`src/rtl/max_uint_pkg.sv`:
```
// Shared types and constants for the streaming unsigned max/argmax reducer.
package max_uint_pkg;

  typedef enum logic [1:0] {
    IDLE = 2'd0,
    ACC  = 2'd1,
    CMP  = 2'd2,
    EMIT = 2'd3
  } state_t;

  localparam int IMPL_PARALLEL = 0;
  localparam int IMPL_SERIAL   = 1;

  // Never returns less than 1 so a one-bit operand still gets a counter bit.
  function automatic int clog2(input int n);
    int r;
    int v;
    r = 0;
    v = n - 1;
    while (v > 0) begin
      r++;
      v = v >> 1;
    end
    return (r < 1) ? 1 : r;
  endfunction

endpackage

```
`src/rtl/gt_uint_serial.sv`:
```
// Bit-serial MSB-first unsigned greater-than: a > b, decided by the first differing bit.
module gt_uint_serial (
  input  logic clk,
  input  logic rst_n,
  input  logic start,
  input  logic a_bit,
  input  logic b_bit,
  input  logic done,
  output logic gt
);

  logic decided_q, decided_d;
  logic gt_q, gt_d;
  logic decided_now;

  // start forgets any earlier comparison, so the first bit always counts.
  assign decided_now = start ? 1'b0 : decided_q;
  assign gt          = decided_now ? gt_q : (a_bit & ~b_bit);

  always_comb begin
    decided_d = decided_now;
    gt_d      = gt_q;
    if (!decided_now && (a_bit != b_bit)) begin
      decided_d = 1'b1;
      gt_d      = a_bit;
    end
    if (done) begin
      decided_d = 1'b0;
      gt_d      = 1'b0;
    end
  end

  always_ff @(posedge clk) begin
    if (!rst_n) begin
      decided_q <= 1'b0;
      gt_q      <= 1'b0;
    end else begin
      decided_q <= decided_d;
      gt_q      <= gt_d;
    end
  end

endmodule

```
`src/rtl/max_uint_stream.sv`:
```
// Streaming unsigned maximum / first-occurrence argmax / element count over a
// valid-ready frame, with a word-parallel or bit-serial comparator.
module max_uint_stream
  import max_uint_pkg::*;
#(
  parameter int WIDTH     = 32,
  parameter int IMPL_TYPE = 0,
  parameter int IDX_W     = 16
) (
  input  logic             clk,
  input  logic             rst_n,
  input  logic             in_valid,
  output logic             in_ready,
  input  logic [WIDTH-1:0] in_data,
  input  logic             in_last,
  output logic             out_valid,
  input  logic             out_ready,
  output logic [WIDTH-1:0] out_max,
  output logic [IDX_W-1:0] out_idx,
  output logic [IDX_W-1:0] out_count,
  output logic             out_ovf
);

  localparam int                BIT_W   = clog2(WIDTH);
  localparam logic [BIT_W-1:0] BIT_MSB = BIT_W'(WIDTH - 1);

  state_t             state_q, state_d;
  logic [WIDTH-1:0]   cur_max_q, cur_max_d;
  logic [IDX_W-1:0]   cur_idx_q, cur_idx_d;
  logic [IDX_W-1:0]   cnt_q, cnt_d;
  logic               ovf_q, ovf_d;
  logic [WIDTH-1:0]   cand_q, cand_d;
  logic [IDX_W-1:0]   cand_idx_q, cand_idx_d;
  logic               last_q, last_d;
  logic [BIT_W-1:0]   bit_q, bit_d;

  logic               in_xfer;
  logic               out_xfer;
  logic [IDX_W-1:0]   cnt_inc;
  logic               cnt_wrap;
  logic               ser_gt;

  assign in_xfer  = in_valid && in_ready;
  assign out_xfer = out_valid && out_ready;
  assign cnt_inc  = cnt_q + 1'b1;
  assign cnt_wrap = (cnt_inc == '0);

  generate
    if (IMPL_TYPE == IMPL_SERIAL) begin : g_serial
      logic cmp_start;
      logic cmp_done;
      assign cmp_start = (state_q == CMP) && (bit_q == BIT_MSB);
      assign cmp_done  = (state_q == CMP) && (bit_q == '0);

      gt_uint_serial u_gt (
        .clk   (clk),
        .rst_n (rst_n),
        .start (cmp_start),
        .a_bit (cand_q[bit_q]),
        .b_bit (cur_max_q[bit_q]),
        .done  (cmp_done),
        .gt    (ser_gt)
      );
    end else begin : g_parallel
      assign ser_gt = 1'b0;
    end
  endgenerate

  // State register
  always_ff @(posedge clk) begin
    if (!rst_n) begin
      state_q <= IDLE;
    end else begin
      state_q <= state_d;
    end
  end

  // Next-state logic
  always_comb begin
    state_d = state_q;
    unique case (state_q)
      IDLE: begin
        if (in_xfer) begin
          state_d = in_last ? EMIT : ACC;
        end
      end
      ACC: begin
        if (in_xfer) begin
          if (IMPL_TYPE == IMPL_SERIAL) begin
            state_d = CMP;
          end else if (in_last) begin
            state_d = EMIT;
          end
        end
      end
      CMP: begin
        if (bit_q == '0) begin
          state_d = last_q ? EMIT : ACC;
        end
      end
      EMIT: begin
        if (out_xfer) begin
          state_d = IDLE;
        end
      end
      default: state_d = IDLE;
    endcase
  end

  // Handshake outputs; ready is forced low while reset is held.
  always_comb begin
    in_ready  = rst_n && ((state_q == IDLE) || (state_q == ACC));
    out_valid = (state_q == EMIT);
  end

  assign out_max   = cur_max_q;
  assign out_idx   = cur_idx_q;
  assign out_count = cnt_q;
  assign out_ovf   = ovf_q;

  always_comb begin
    cur_max_d  = cur_max_q;
    cur_idx_d  = cur_idx_q;
    cnt_d      = cnt_q;
    ovf_d      = ovf_q;
    cand_d     = cand_q;
    cand_idx_d = cand_idx_q;
    last_d     = last_q;
    bit_d      = bit_q;
    unique case (state_q)
      IDLE: begin
        if (in_xfer) begin
          cur_max_d = in_data;
          cur_idx_d = '0;
          cnt_d     = IDX_W'(1);
          ovf_d     = 1'b0;
        end
      end
      ACC: begin
        if (in_xfer) begin
          cnt_d      = cnt_inc;
          ovf_d      = ovf_q | cnt_wrap;
          cand_d     = in_data;
          cand_idx_d = cnt_q;
          last_d     = in_last;
          if (IMPL_TYPE == IMPL_SERIAL) begin
            bit_d = BIT_MSB;
          end else if (in_data > cur_max_q) begin
            // Strict compare keeps the earliest index on ties.
            cur_max_d = in_data;
            cur_idx_d = cnt_q;
          end
        end
      end
      CMP: begin
        if (bit_q != '0) begin
          bit_d = bit_q - 1'b1;
        end else if (ser_gt) begin
          cur_max_d = cand_q;
          cur_idx_d = cand_idx_q;
        end
      end
      default: ;
    endcase
  end

  always_ff @(posedge clk) begin
    if (!rst_n) begin
      cur_max_q  <= '0;
      cur_idx_q  <= '0;
      cnt_q      <= '0;
      ovf_q      <= 1'b0;
      cand_q     <= '0;
      cand_idx_q <= '0;
      last_q     <= 1'b0;
      bit_q      <= '0;
    end else begin
      cur_max_q  <= cur_max_d;
      cur_idx_q  <= cur_idx_d;
      cnt_q      <= cnt_d;
      ovf_q      <= ovf_d;
      cand_q     <= cand_d;
      cand_idx_q <= cand_idx_d;
      last_q     <= last_d;
      bit_q      <= bit_d;
    end
  end

endmodule
```
`config.mk`:
```
export PLATFORM = sky130hd
export DESIGN_NAME = max_uint_stream
export DESIGN_NICKNAME = d
export VERILOG_FILES = /design/src/rtl/max_uint_pkg.sv /design/src/rtl/gt_uint_serial.sv /design/src/rtl/max_uint_stream.sv
export SDC_FILE = /design/constraint.sdc
export NUM_CORES = 1
export LEC_CHECK = 0
export BUFFER_PORTS_ARGS = -buffer_cell sky130_fd_sc_hd__buf_2
export CAP_MARGIN = 20
export CORE_MARGIN = 1
export CORE_UTILIZATION = 55
export CTS_CLUSTER_DIAMETER = 60
export DETAILED_ROUTE_END_ITERATION = 10
export PLACE_DENSITY = 0.8
export SYNTH_ARGS = -nofsm -noshare
export SYNTH_HDL_FRONTEND = slang
export SYNTH_SLANG_ARGS = --single-unit
```
`constraint.sdc`:
```
create_clock -name clk -period 4.92 [get_ports clk]
set_clock_uncertainty 0.1 [all_clocks]
set_input_delay 0 -clock clk [delete_from_list [all_inputs] [get_ports clk]]
set_output_delay 0 -clock clk [all_outputs]
set_load 0.005 [all_outputs]
```
# Word level (Yosys, flattened, before mapping)
# Index checks and enable logic that the tools add are counted.
# word_totals
register_bits,73
word_cells,56
output_inout_bits,67
inputBits,37
# classes
mux,22
order_cmp,1
bitwise_logic,1
reduce_logical,14
eq_ne,9
addsub,2
# ops
operator,count
32-bit two-way mux,3
16-bit two-way mux,5
16-bit one-hot mux with 2 select lines,2
32-bit one-hot mux with 2 select lines,1
32-bit > comparator,1
16-bit by 1-bit adder with 16-bit output (second input constant),1
16-bit zero test,1
2-bit two-way mux,7
2-bit != test (second input constant),4
2-bit one-hot mux with 4 select lines,1
5-bit zero test,1
5-bit AND reduction,1
5-bit nonzero test,1
5-bit by 1-bit subtractor with 5-bit output (second input constant),1
2-bit equality test (second input constant),2
2-bit by 1-bit != test with 1-bit output (second input constant),2
2-bit AND reduction,2
4-bit AND reduction,1
1-bit logical AND,3
3-bit AND reduction,1
2-bit by 1-bit equality test with 1-bit output (second input constant),1
2-bit zero test,1
1-bit two-way mux,2
1-bit one-hot mux with 2 select lines,1
3 further kinds,3

# Longest topological paths before layout
# Gate-level depths: netlist (run 1).
# logic_depth
word_depth,6
mapped_depth,10
depth_no_buf,8

# Least setup slack after synthesis (run 1)
# OpenSTA, ideal clock, no wires.
# synth_timing
path_type,register to register
startpoint,"register cur_max_q[14], in the netlist out_max[14]"
endpoint,"register cur_max_q[0], in the netlist out_max[0]"
setup_time_ns,0.072
t_arrival_ns,2.235
t_required_ns,4.748
path_buffers,2
slack_ns,2.513
stages_incl_launch_ff,11
period_less_slack_ns,2.407
path_cell_list,dfxtp_1 -> inv_1 -> ha_1 -> a21oi_1 -> nand2_1 -> a22o_1 -> o41a_1 -> o31ai_2 -> buf_4 -> buf_6 -> mux2i_1
# synth_via
elab_chain_cells,3
# synth_rtl
element,line_no,text
from (decl),max_uint_stream.sv:28,"logic [WIDTH-1:0] cur_max_q, cur_max_d;"
from (signal assigned),max_uint_stream.sv:178,cur_max_q <= cur_max_d;
32-bit > comparator,max_uint_stream.sv:148,end else if (in_data > cur_max_q) begin
2-bit by 1-bit != test with 1-bit output (no source line),--,
4-bit AND reduction (no source line),--,
# Every way passes these cells.
# A chain may end at the register's enable or synchronous reset.

# Final worst setup path (run 1)
# layout_timing
startpoint,"register cur_max_q[26], in the netlist out_max[26]"
endpoint,"register cur_max_q[19], in the netlist out_max[19]"
# The elaborated chain is that of the path after synthesis.

==> impl_summary.log, run 1 <==
INFO  metric run_status = completed
INFO  metric cts_setup_buffers = 0
INFO  metric post_cts_resize_count = 0
INFO  metric pwr_density_cell = 257 mW/mm^2
INFO  metric groute.usage.overall = 0.291
INFO  metric holdPathStages = 3
INFO  metric h-tree-depth = 3
INFO  metric placed_cell_areas = 0.00471 mm^2
INFO  metric drt_pre_antenna_iters = 5
INFO  metric rrSetupSlack = 2190 ps
INFO  metric r2r.worst_path.cells = 8
INFO  metric cp-start-kind = flip-flop
INFO  metric async_flop_share = 0
INFO  metric terminus_of_the_critical_flop_to_flop_path = out_max[19]
INFO  metric lkg_pwr = 2.58 nW
INFO  metric max_clock_freq = 367 MHz
INFO  metric fin_setup_tns = 0 ps
INFO  metric detailroute.via_count = 4062
INFO  metric drv_slew = 0
INFO  metric layout.cells.most_common = sky130_fd_sc_hd__buf_2
INFO  metric grt_antenna_before_repair = 0
INFO  metric holdWs = 232 ps
INFO  metric final-setup-viol-count = 0
INFO  metric cap_violations = 0
INFO  metric cts_inserted_buffers = 9
INFO  metric cts_sinks = 73
INFO  metric cp_max_fo = 28
INFO  metric wire_per_inst = 14.6 um
INFO  metric syn_area_per_cell = 8.16 um^2
INFO  metric max_slew_headroom = 0.458
INFO  metric post_drt_via_cell_ratio = 5.47
INFO  metric cts.root.buffer_cell = sky130_fd_sc_hd__clkbuf_8
INFO  metric end_kind = flip-flop
INFO  metric drt_iter0_drc = 179
INFO  metric crit_end = out_max[19]
INFO  metric arrival = 2890 ps
INFO  metric maximum_number_of_pins_on_one_net_before_global_route_repair = 73
INFO  metric totalPowerFinal = 1.36 mW
INFO  metric die_area = 0.00786 mm^2
INFO  metric area_grow_syn2layout = 27.8%
INFO  metric ys_warn_count = 0
INFO  metric drt.antenna.violating_nets = 0
INFO  metric syn-instance-count = 506
INFO  metric hold_class = input port to flip-flop
INFO  metric layout.filler_cells = 574
INFO  metric insertedDiodeCount = 0
INFO  metric place_hpwl = 7100 um
INFO  metric clock_tree_from_tritoncts = built
INFO  metric transition_time_of_the_tightest_slew_check_pin = 812 ps
INFO  metric die-width = 88.6 um
INFO  metric critical_path_required = 5080 ps
INFO  metric netlist_area_before_placement = 0.00413 mm^2
INFO  metric mappedNetlistNets = 578
INFO  metric share_of_post_route_cells_with_drive_strength_above_1 = 0.199
INFO  metric synth-seq-cells = 73
INFO  metric floorplan.initialDensity = 0.569
INFO  metric first_element_of_the_critical_path = out_max[26]
INFO  metric routed_wl = 10900 um
INFO  metric boundaryPins = 104
INFO  metric first_global_vias = 3908
INFO  metric post_synth_num_cell_types = 44
INFO  metric rsz_0062_raised_after_global_routing = no
INFO  metric period_needed = 2730 ps
INFO  metric synth_edf_count = 0
INFO  metric setup.worst_path.class = flip-flop to flip-flop
INFO  metric post-route-period-util = 0.554
INFO  metric num_rows = 31
INFO  metric rr_startpoint = out_max[26]
INFO  metric postLayoutCellArea = 0.00528 mm^2
INFO  metric fin_nets = 711
INFO  metric vdd.ir_drop.worst = 0.000173 V
INFO  metric max-clock-path-buffers = 2
INFO  metric grt_pass1_wl = 17700 um
INFO  metric drc_errors = 0
INFO  metric die_height = 88.6 um
INFO  metric hold_viol_final = 0
INFO  metric final_cell_mix = sky130_fd_sc_hd__buf_2 (103), sky130_fd_sc_hd__inv_1 (83), sky130_fd_sc_hd__dfxtp_1 (73), sky130_fd_sc_hd__nand2_1 (62)
INFO  metric synth.yosys.seq_area_share = 0.354
INFO  metric synth_ff_type = sky130_fd_sc_hd__dfxtp_1
INFO  metric place.port_buffers = 103
INFO  metric clk_pin_slew_worst_paths = 80 ps
INFO  metric placeable_core_area = 0.00725 mm^2
INFO  metric gr-total-overflow = 0
INFO  metric routabilityCongestion = 0.821
INFO  metric clock_latency = 350 ps
[state kept, by name (all words and copies together) (netlist names)]
| signal | flops |
|---|---|
| bit_q | 5 |
| state_q | 2 |
| out_count | 16 |
| last_q | 1 |
| out_idx | 16 |
| out_ovf | 1 |
| out_max | 32 |
[critical path, stage by stage (launching register included)]
cell and delay, ps:
sky130_fd_sc_hd__dfxtp_1 380, sky130_fd_sc_hd__inv_1 60, sky130_fd_sc_hd__ha_1 300, sky130_fd_sc_hd__nand4_1 200, sky130_fd_sc_hd__nor4_1 590, sky130_fd_sc_hd__a41oi_1 280
sky130_fd_sc_hd__o31ai_4 200, sky130_fd_sc_hd__buf_12 270, sky130_fd_sc_hd__mux2i_1 250
[cells by family after synthesis]
family,count (synthesis),synth area share
XOR/XNOR,5,0.0106
buffers and inverters,103,0.0991
multiplexers,34,0.0825
adder cells (fa/ha/maj),35,0.106
AO/OA/AOI/OAI,93,0.155
flip-flops,73,0.354
AND/OR/NAND/NOR,163,0.193
[worst min-delay path by stage]
| stage | slack, ps | end | from |
|---|---|---|---|
| floorplan | 30 | out_max[10] | in_data[10] |
| global placement | 150 | out_max[30] | in_data[30] |
| detailed placement | 160 | out_max[17] | in_data[17] |
| CTS | 220 | out_count[3] | rst_n |
| global route | 250 | out_count[3] | rst_n |
| finish | 230 | out_count[6] | rst_n |
[metrics by stage]
step                      utilization  cells  setup slack [ps]
after floorplan                     -    506              2510
after global placement          0.650    691              1850
after detailed placement        0.650    691              1650
after CTS                       0.723    741              1620
after global routing            0.727    742              2030
final                           0.727    742              2190
[area by class of cell]
cell class / count / area (um^2) / share of cell area
Clock inverter: 6 / 60.1 / 0.0114
Multi-Input combinational cell: 330 / 2270 / 0.430
Timing Repair Buffer: 142 / 928 / 0.176
Sequential cell: 73 / 1460 / 0.277
Inverter: 83 / 312 / 0.0591
Clock buffer: 9 / 124 / 0.0235
Tap cell: 99 / 124 / 0.0235
[cells in the mapped netlist, drive strengths merged, types with 13 or more instances]
library cell,instances,area share
inv,83,0.075
dfxtp,73,0.35
nand2,62,0.056
ha,35,0.11
mux2i,34,0.082
a21oi,28,0.034
and2,21,0.032
nor2,21,0.019
nor3,17,0.021
o2bb2ai,16,0.034
nand3,13,0.017
o21ai,13,0.016
[power by group]
group	leakage, nW	switching, mW	internal (mW)
clock network	0.0909	0.227	0.229
logic	1.89	0.135	0.120
registers	0.595	0.0287	0.618
total	2.58	0.391	0.967
[routing by layer]
layer / vias up / GRT usage / share of wire
met3: 31 / 0.0588 / 0.051
li1: 1974 / - / -
met5: - / 0 / 0
met4: 0 / 0.135 / 0.031
met2: 150 / 0.520 / 0.51
met1: 1907 / 0.333 / 0.41
[timing repair]
action                                 4_1_cts  5_1_grt
hold buffers                                35        0
setup endpoints to repair                    0        0
endpoints found under the hold margin       35        0
(Power assumes the default switching activity.)
==> inputs of run 2 (changes only) <==
- CORE_UTILIZATION: 55 -> 48
- PLACE_DENSITY: 0.8 -> 0.74
- clock period: 4.92 -> 2.4 ns (I/O delays scaled with it)
==> run 2 against run 1 <==
Against the previous run: the flow now finishes with violations (negative setup slack); die area grew 14%; hold slack gained 87 ps; non-clock buffer count grew 56; clock-buffer cell count grew 2; combinational power grew to 3.3 times the previous value.
==> impl_summary.log, run 2 (synthesis results as in run 1) <==
INFO  metric place_hpwl = 7400 um (+4.1%)
INFO  metric post_drt_via_cell_ratio = 5.60 (+2.3%)
INFO  metric die_area = 0.00897 mm^2 (+14%)
INFO  metric clock_tree_from_tritoncts = built
INFO  metric wire_per_inst = 17.8 um (+22%)
INFO  metric switchingPower = 948 uW (+140%)
INFO  metric largest_register_ff_count = 32 (unchanged)
INFO  metric drv_slew = 0 (unchanged)
INFO  metric period_needed = 2650 ps (-75.6 ps)
INFO  metric fin_ws = -251 ps (-2440 ps)
INFO  metric layout.cells.most_common = sky130_fd_sc_hd__buf_2
INFO  metric share_of_post_route_cells_with_drive_strength_above_1 = 0.386 (+0.187)
INFO  metric layout.cells.non_filler = 806 (+8.6%)
INFO  metric die_height = 94.7 um (+6.9%)
INFO  metric post_place_setup_slack = -158 ps (-1800 ps)
INFO  metric clk_pin_slew_worst_paths = 80 ps (about the same)
INFO  metric floorplan.initialDensity = 0.500 (-0.0692)
INFO  metric post-route-period-util = 1.10 (+0.550)
INFO  metric max_clock_freq = 377 MHz (+2.9%)
INFO  metric hold_class = input port to flip-flop
INFO  metric area_grow_syn2layout = 55.8%
INFO  metric pwr_density_cell = 511 mW/mm^2 (+98%)
INFO  metric fin_setup_tns = -8440 ps (-8440 ps)
INFO  metric gr-total-overflow = 0 (unchanged)
INFO  metric max-clock-path-buffers = 2 (unchanged)
INFO  metric fin_util = 0.779 (+0.0515)
INFO  metric grt_pass1_wl = 19400 um (+9.9%)
INFO  metric holdWs = 319 ps (+86.6 ps)
INFO  metric grt_antenna_before_repair = 1 (+1)
INFO  metric fin_nets = 767 (+7.9%)
INFO  metric multi_input_area = 0.00276 mm^2 (+22%)
INFO  metric cts_inserted_buffers = 9 (unchanged)
INFO  metric clkPwrFrac = 0.345 (+0.009)
INFO  metric routed_wl = 14300 um (+32%)
INFO  metric num_rows = 33 (+6.5%)
INFO  metric arrival = 2820 ps (-70 ps)
INFO  metric totalPowerFinal = 3.29 mW (+140%)
INFO  metric clock_latency = 360 ps (about the same)
INFO  metric swShare = 0.288 (+0.000554)
INFO  metric layout.area.seq = 0.00149 mm^2 (+2.2%)
INFO  metric placed_cell_areas = 0.00491 mm^2 (+4.1%)
INFO  metric detailroute.via_count = 4512 (+11%)
INFO  metric failing_checks = negative setup slack
INFO  metric maximum_number_of_pins_on_one_net_before_global_route_repair = 72 (-1.4%)
INFO  metric cp-start-kind = flip-flop
INFO  metric die-width = 94.7 um (+6.9%)
INFO  metric rr_startpoint = out_max[11]
INFO  metric critical_path_required = 2570 ps (-2510 ps)
INFO  metric place.port_buffers = 103 (unchanged)
INFO  metric end_kind = flip-flop
INFO  metric internal_power = 2.34 mW (+140%)
INFO  metric share_of_power_burned_in_combinational_logic = 0.252 (+0.064)
INFO  metric max_slew_headroom = 0.514 (+0.0555)
INFO  metric cts_sinks = 73 (unchanged)
INFO  metric cts.root.buffer_cell = sky130_fd_sc_hd__clkbuf_8
INFO  metric final-setup-viol-count = 48 (+48)
INFO  metric drc_errors = 0 (unchanged)
INFO  metric rsz_0062_raised_after_global_routing = yes
INFO  metric hold_path_startpoint = in_data[13]
INFO  metric routabilityCongestion = 0.847 (+3.2%)
INFO  metric layout.filler_cells = 518 (-9.8%)
INFO  metric transition_time_of_the_tightest_slew_check_pin = 730 ps (-82.2 ps)
INFO  metric drt.antenna.violating_nets = 0 (unchanged)
INFO  metric setup.worst_path.class = flip-flop to flip-flop
INFO  metric drt_pre_antenna_iters = 6 (+1)
INFO  metric hold_viol_final = 0 (unchanged)
INFO  metric lkg_pwr = 3.02 nW (+17%)
INFO  metric vdd.ir_drop.worst = 0.000351 V (+100%)
INFO  metric boundaryPins = 104 (unchanged)
INFO  metric drt_iter0_drc = 332 (+85%)
INFO  metric placeable_core_area = 0.00826 mm^2 (+14%)
INFO  metric cap_violations = 0 (unchanged)
INFO  metric final_cell_mix = sky130_fd_sc_hd__buf_2 (102), sky130_fd_sc_hd__inv_1 (72), sky130_fd_sc_hd__nand2_1 (62), sky130_fd_sc_hd__dfxtp_1 (47), sky130_fd_sc_hd__buf_4 (45)
INFO  metric cp_max_fo = 7 (-75%)
INFO  metric power_frac_seq = 0.402 (-0.074)
INFO  metric first_element_of_the_critical_path = out_max[11]
INFO  metric h-tree-depth = 3 (unchanged)
INFO  metric numPlacedInstances = 720 (+4.2%)
INFO  metric groute.usage.overall = 0.278 (-0.0125)
INFO  metric run_status = complete, but fails checks
INFO  metric postLayoutCellArea = 0.00643 mm^2 (+22%)
INFO  metric first_global_vias = 4313 (+10%)
==> run 2: cell types whose count changed in the layout (fill, tap and decap cells not counted), moves of 4 or more <==
| cell | delta |
|---|---|
| sky130_fd_sc_hd__a21oi_1 | -7 |
| sky130_fd_sc_hd__a21oi_2 | +7 |
| sky130_fd_sc_hd__buf_4 | +43 |
| sky130_fd_sc_hd__dfxtp_1 | -26 |
| sky130_fd_sc_hd__dfxtp_2 | +26 |
| sky130_fd_sc_hd__ha_1 | -22 |
| sky130_fd_sc_hd__ha_4 | +22 |
| sky130_fd_sc_hd__inv_1 | -11 |
| sky130_fd_sc_hd__inv_2 | +11 |
| sky130_fd_sc_hd__o2bb2ai_1 | -16 |
| sky130_fd_sc_hd__o2bb2ai_2 | +12 |
| sky130_fd_sc_hd__o2bb2ai_4 | +4 |
==> run 2: critical path: stages (launching register included) <==
cell                       delay, ps
sky130_fd_sc_hd__dfxtp_2         330
sky130_fd_sc_hd__inv_1           150
sky130_fd_sc_hd__ha_4            240
sky130_fd_sc_hd__nand4_1         130
sky130_fd_sc_hd__buf_4           140
sky130_fd_sc_hd__nor3_2           40
sky130_fd_sc_hd__a21boi_1        140
sky130_fd_sc_hd__o41a_1          390
sky130_fd_sc_hd__o31ai_4         300
sky130_fd_sc_hd__buf_6           220
sky130_fd_sc_hd__buf_12          150
sky130_fd_sc_hd__mux2i_1         220
==> run 2: layout make-up <==
class	instances	area share
antenna	1	0.000389
multi-input combinational	330	0.429
inverter	83	0.0484
tap	105	0.0204
sequential	73	0.232
clock buffer	11	0.0235
clock inverter	5	0.0121
timing repair buffer	198	0.234
==> run 2: worst paths after layout <==
kind,end,slack (ps),cells after the start
min reg2reg,bit_q[4],350,2
max,out_max[12],-250,11
min,out_max[13],320,3
max reg2reg,out_max[12],-250,11
==> run 2: power by group through the flow <==
| stage | logic (mW) | clock network, mW | registers (mW) |
|---|---|---|---|
| floorplan | 0.292 | 0 | 1.34 |
| global placement | 0.491 | 0 | 1.33 |
| detailed placement | 0.511 | 0 | 1.33 |
| CTS | 0.646 | 1.12 | 1.31 |
| global route | 0.895 | 1.19 | 1.33 |
| finish | 0.829 | 1.13 | 1.32 |
==> run 2: repair_timing <==
action	CTS	global route
setup endpoints to repair	48	48
endpoints found under the hold margin	36	0
hold buffers	38	0
gates cloned	3	4
pin swaps	6	19
gates resized for setup	41	68
buffers inserted	4	22
==> run 2: metal layers <==
metal	up-vias	GRT usage	wire, um
met5	-	0	0
met4	0	0.160	638
met3	69	0.0539	855
met2	220	0.512	7520
met1	2131	0.292	5320
li1	2092	-	-
==> inputs of run 3 (changes only) <==
- ABC_AREA: default -> 0
- CELL_PAD_IN_SITES_DETAIL_PLACEMENT: default -> 0
- CELL_PAD_IN_SITES_GLOBAL_PLACEMENT: default -> 1
- CORE_UTILIZATION: 48 -> 35
==> run 3 against run 2 <==
Against the previous run: the run still ends with negative setup slack left; routed wire length decreased by 16%; highest routed layer unchanged; sequential cell count unchanged; register-to-register slack improved by 170 ps; critical endpoint is now out_max[10]; global-route usage decreased by 7.9 points; largest cell class unchanged; critical path type unchanged; utilization decreased by 22 points; total power increased by 10%; non-clock buffer count increased by 2; first-iteration DRC count decreased by 52%; via count decreased by 7.4%; hold slack improved by 21 ps.
==> impl_summary.log, run 3 (synthesis results as in run 1) <==
INFO  metric grt_busiest_layer = met2
INFO  metric layout.area.seq = 0.00149 mm^2 (unchanged)
INFO  metric place.port_buffers = 103 (unchanged)
INFO  metric run_status = complete, but fails checks
INFO  metric drc_errors = 0 (unchanged)
INFO  metric cp-start-kind = flip-flop
INFO  metric wire_per_inst = 14.3 um (-20%)
INFO  metric grt_antenna_before_repair = 0 (-1)
INFO  metric critical_path_required = 2560 ps (about the same)
INFO  metric arrival = 2640 ps (-180 ps)
INFO  metric die_area = 0.0122 mm^2 (+36%)
INFO  metric failing_checks = negative setup slack
INFO  metric detailroute.via_count = 4178 (-7.4%)
INFO  metric cts.root.buffer_cell = sky130_fd_sc_hd__clkbuf_16
INFO  metric cts_inserted_buffers = 9 (unchanged)
INFO  metric first_global_vias = 4104 (-4.8%)
INFO  metric share_of_post_route_cells_with_drive_strength_above_1 = 0.368 (-0.0177)
INFO  metric fin_nets = 769 (+0.26%)
INFO  metric final_cell_mix = sky130_fd_sc_hd__buf_2 (103), sky130_fd_sc_hd__inv_1 (75), sky130_fd_sc_hd__nand2_1 (62), sky130_fd_sc_hd__dfxtp_1 (47), sky130_fd_sc_hd__buf_4 (47)
INFO  metric fin_setup_tns = -1290 ps (+7150 ps)
INFO  metric num_rows = 39 (+18%)
INFO  metric drt_pre_antenna_iters = 4 (-2)
INFO  metric grt.met1_usage = 0.235 (-0.0568)
INFO  metric max-clock-path-buffers = 2 (unchanged)
INFO  metric use_met3 = 0.0456 (-0.00839)
INFO  metric drt_iter0_drc = 159 (-52%)
INFO  metric die-width = 111 um (+17%)
INFO  metric drv_slew = 0 (unchanged)
INFO  metric area_grow_syn2layout = 56.1%
INFO  metric postLayoutCellArea = 0.00644 mm^2 (+0.21%)
INFO  metric hold_class = flip-flop to flip-flop
INFO  metric timing.critical_path.buf_inv = 3 (-1)
INFO  metric place_hpwl = 7780 um (+5.1%)
INFO  metric vdd.ir_drop.worst = 0.000387 V (+10%)
INFO  metric final-setup-viol-count = 39 (-19%)
INFO  metric clock_latency = 350 ps (about the same)
INFO  metric h-tree-depth = 3 (unchanged)
INFO  metric die_height = 111 um (+17%)
INFO  metric period_needed = 2480 ps (-169 ps)
INFO  metric end_kind = flip-flop
INFO  metric post-route-period-util = 1.03 (-0.0705)
INFO  metric lkg_pwr = 3.06 nW (+1.4%)
INFO  metric cp_max_fo = 8 (+1)
INFO  metric gr-total-overflow = 0 (unchanged)
INFO  metric clk_pin_slew_worst_paths = 60 ps (-20 ps)
INFO  metric layout.filler_cells = 1017 (+96%)
INFO  metric post_place_setup_slack = -105 ps (+53.1 ps)
INFO  metric grt_pass1_wl = 19600 um (+0.99%)
INFO  metric timing.critical_path.cells = inv_2, ha_4, nor2b_4, o211ai_1, a21boi_1, o41a_1, o31ai_4, buf_6, buf_12, mux2i_1
INFO  metric max_slew_headroom = 0.516 (+0.00205)
INFO  metric layout.cells.most_common = sky130_fd_sc_hd__buf_2
INFO  metric totalPowerFinal = 3.62 mW (+10%)
INFO  metric post_drt_via_cell_ratio = 4.95 (-12%)
INFO  metric largest_register_ff_count = 32 (unchanged)
INFO  metric cap_violations = 0 (unchanged)
INFO  metric cp_slowest_stage_delay = 440 ps (+50 ps)
INFO  metric maximum_number_of_pins_on_one_net_before_global_route_repair = 72 (unchanged)
INFO  metric floorplan.initialDensity = 0.360 (-0.140)
INFO  metric setup.worst_path.class = flip-flop to flip-flop
INFO  metric transition_time_of_the_tightest_slew_check_pin = 726 ps (-3.07 ps)
INFO  metric layout.cells.non_filler = 844 (+4.7%)
INFO  metric timing.critical_path.slowest_stage_cell = sky130_fd_sc_hd__o41a_1
INFO  metric rsz_0062_raised_after_global_routing = yes
INFO  metric numPlacedInstances = 763 (+6.0%)
INFO  metric max_clock_freq = 403 MHz (+6.8%)
INFO  metric boundaryPins = 104 (unchanged)
INFO  metric routabilityCongestion = 0.818 (-3.4%)
INFO  metric drt.antenna.violating_nets = 0 (unchanged)
INFO  metric placed_cell_areas = 0.00498 mm^2 (+1.5%)
INFO  metric use_met2 = 0.344 (-0.168)
INFO  metric pwr_density_cell = 562 mW/mm^2 (+10%)
INFO  metric cts_sinks = 73 (unchanged)
INFO  metric placeable_core_area = 0.0115 mm^2 (+39%)
INFO  metric groute.usage.overall = 0.199 (-0.0787)
INFO  metric rrSetupSlack = -80 ps (+170 ps)
INFO  metric fin_ws = -82.0 ps (+169 ps)
INFO  metric crit_family = compound AO/OA/AOI/OAI gates
INFO  metric hold_viol_final = 0 (unchanged)
INFO  metric routed_wl = 12100 um (-16%)
INFO  metric clock_tree_from_tritoncts = built
INFO  metric multi_input_area = 0.00265 mm^2 (-4.0%)
INFO  metric insertedDiodeCount = 0 (-1)
-- run 3: path summary, 6_finish.rpt --
path | from | end | depth (start not counted)
min reg2reg | bit_q[4] | bit_q[4] | 2
min | bit_q[4] | bit_q[4] | 2
max reg2reg | out_max[1] | out_max[10] | 10
max | out_max[1] | out_max[10] | 10
-- run 3: what timing repair did --
item	4_1_cts	5_1_grt
endpoints found under the setup margin	48	49
hold buffers	37	0
gates resized for setup	50	47
cloned	4	1
pin swaps	18	29
setup buffers	11	14
hold endpoints to repair	36	0
-- run 3: routing by layer --
layer	part of all wire	vias up
met5	0	-
li1	-	2090
met1	0.45	1962
met2	0.49	105
met4	0.021	0
met3	0.044	21
-- run 3: through the flow --
stage	utilization	hold WS, ps
6_report	0.562	340
5_1_grt	0.562	366
4_1_cts	0.531	332
3_5_place_dp	0.434	158
3_3_place_gp	0.434	153
2_1_floorplan	-	32.3
-- run 3: worst min-delay path, stage by stage, from the launching register on --
cell and delay, ps:
sky130_fd_sc_hd__dfxtp_1 310, sky130_fd_sc_hd__nand2_1 50, sky130_fd_sc_hd__a31oi_1 30
-- run 3: final cells by class --
class / instances / share of cell area
Inverter: 83 / 0.0483
Clock inverter: 5 / 0.0161
Tap cell: 143 / 0.0278
Clock buffer: 10 / 0.0371
Timing Repair Buffer: 200 / 0.228
Multi-Input combinational cell: 330 / 0.411
Sequential cell: 73 / 0.232
-- run 3: report_power, final --
part	switching, mW	internal [mW]
Combinational	0.351	0.382
Sequential	0.0419	1.28
Clock	0.532	1.04
Total	0.924	2.70
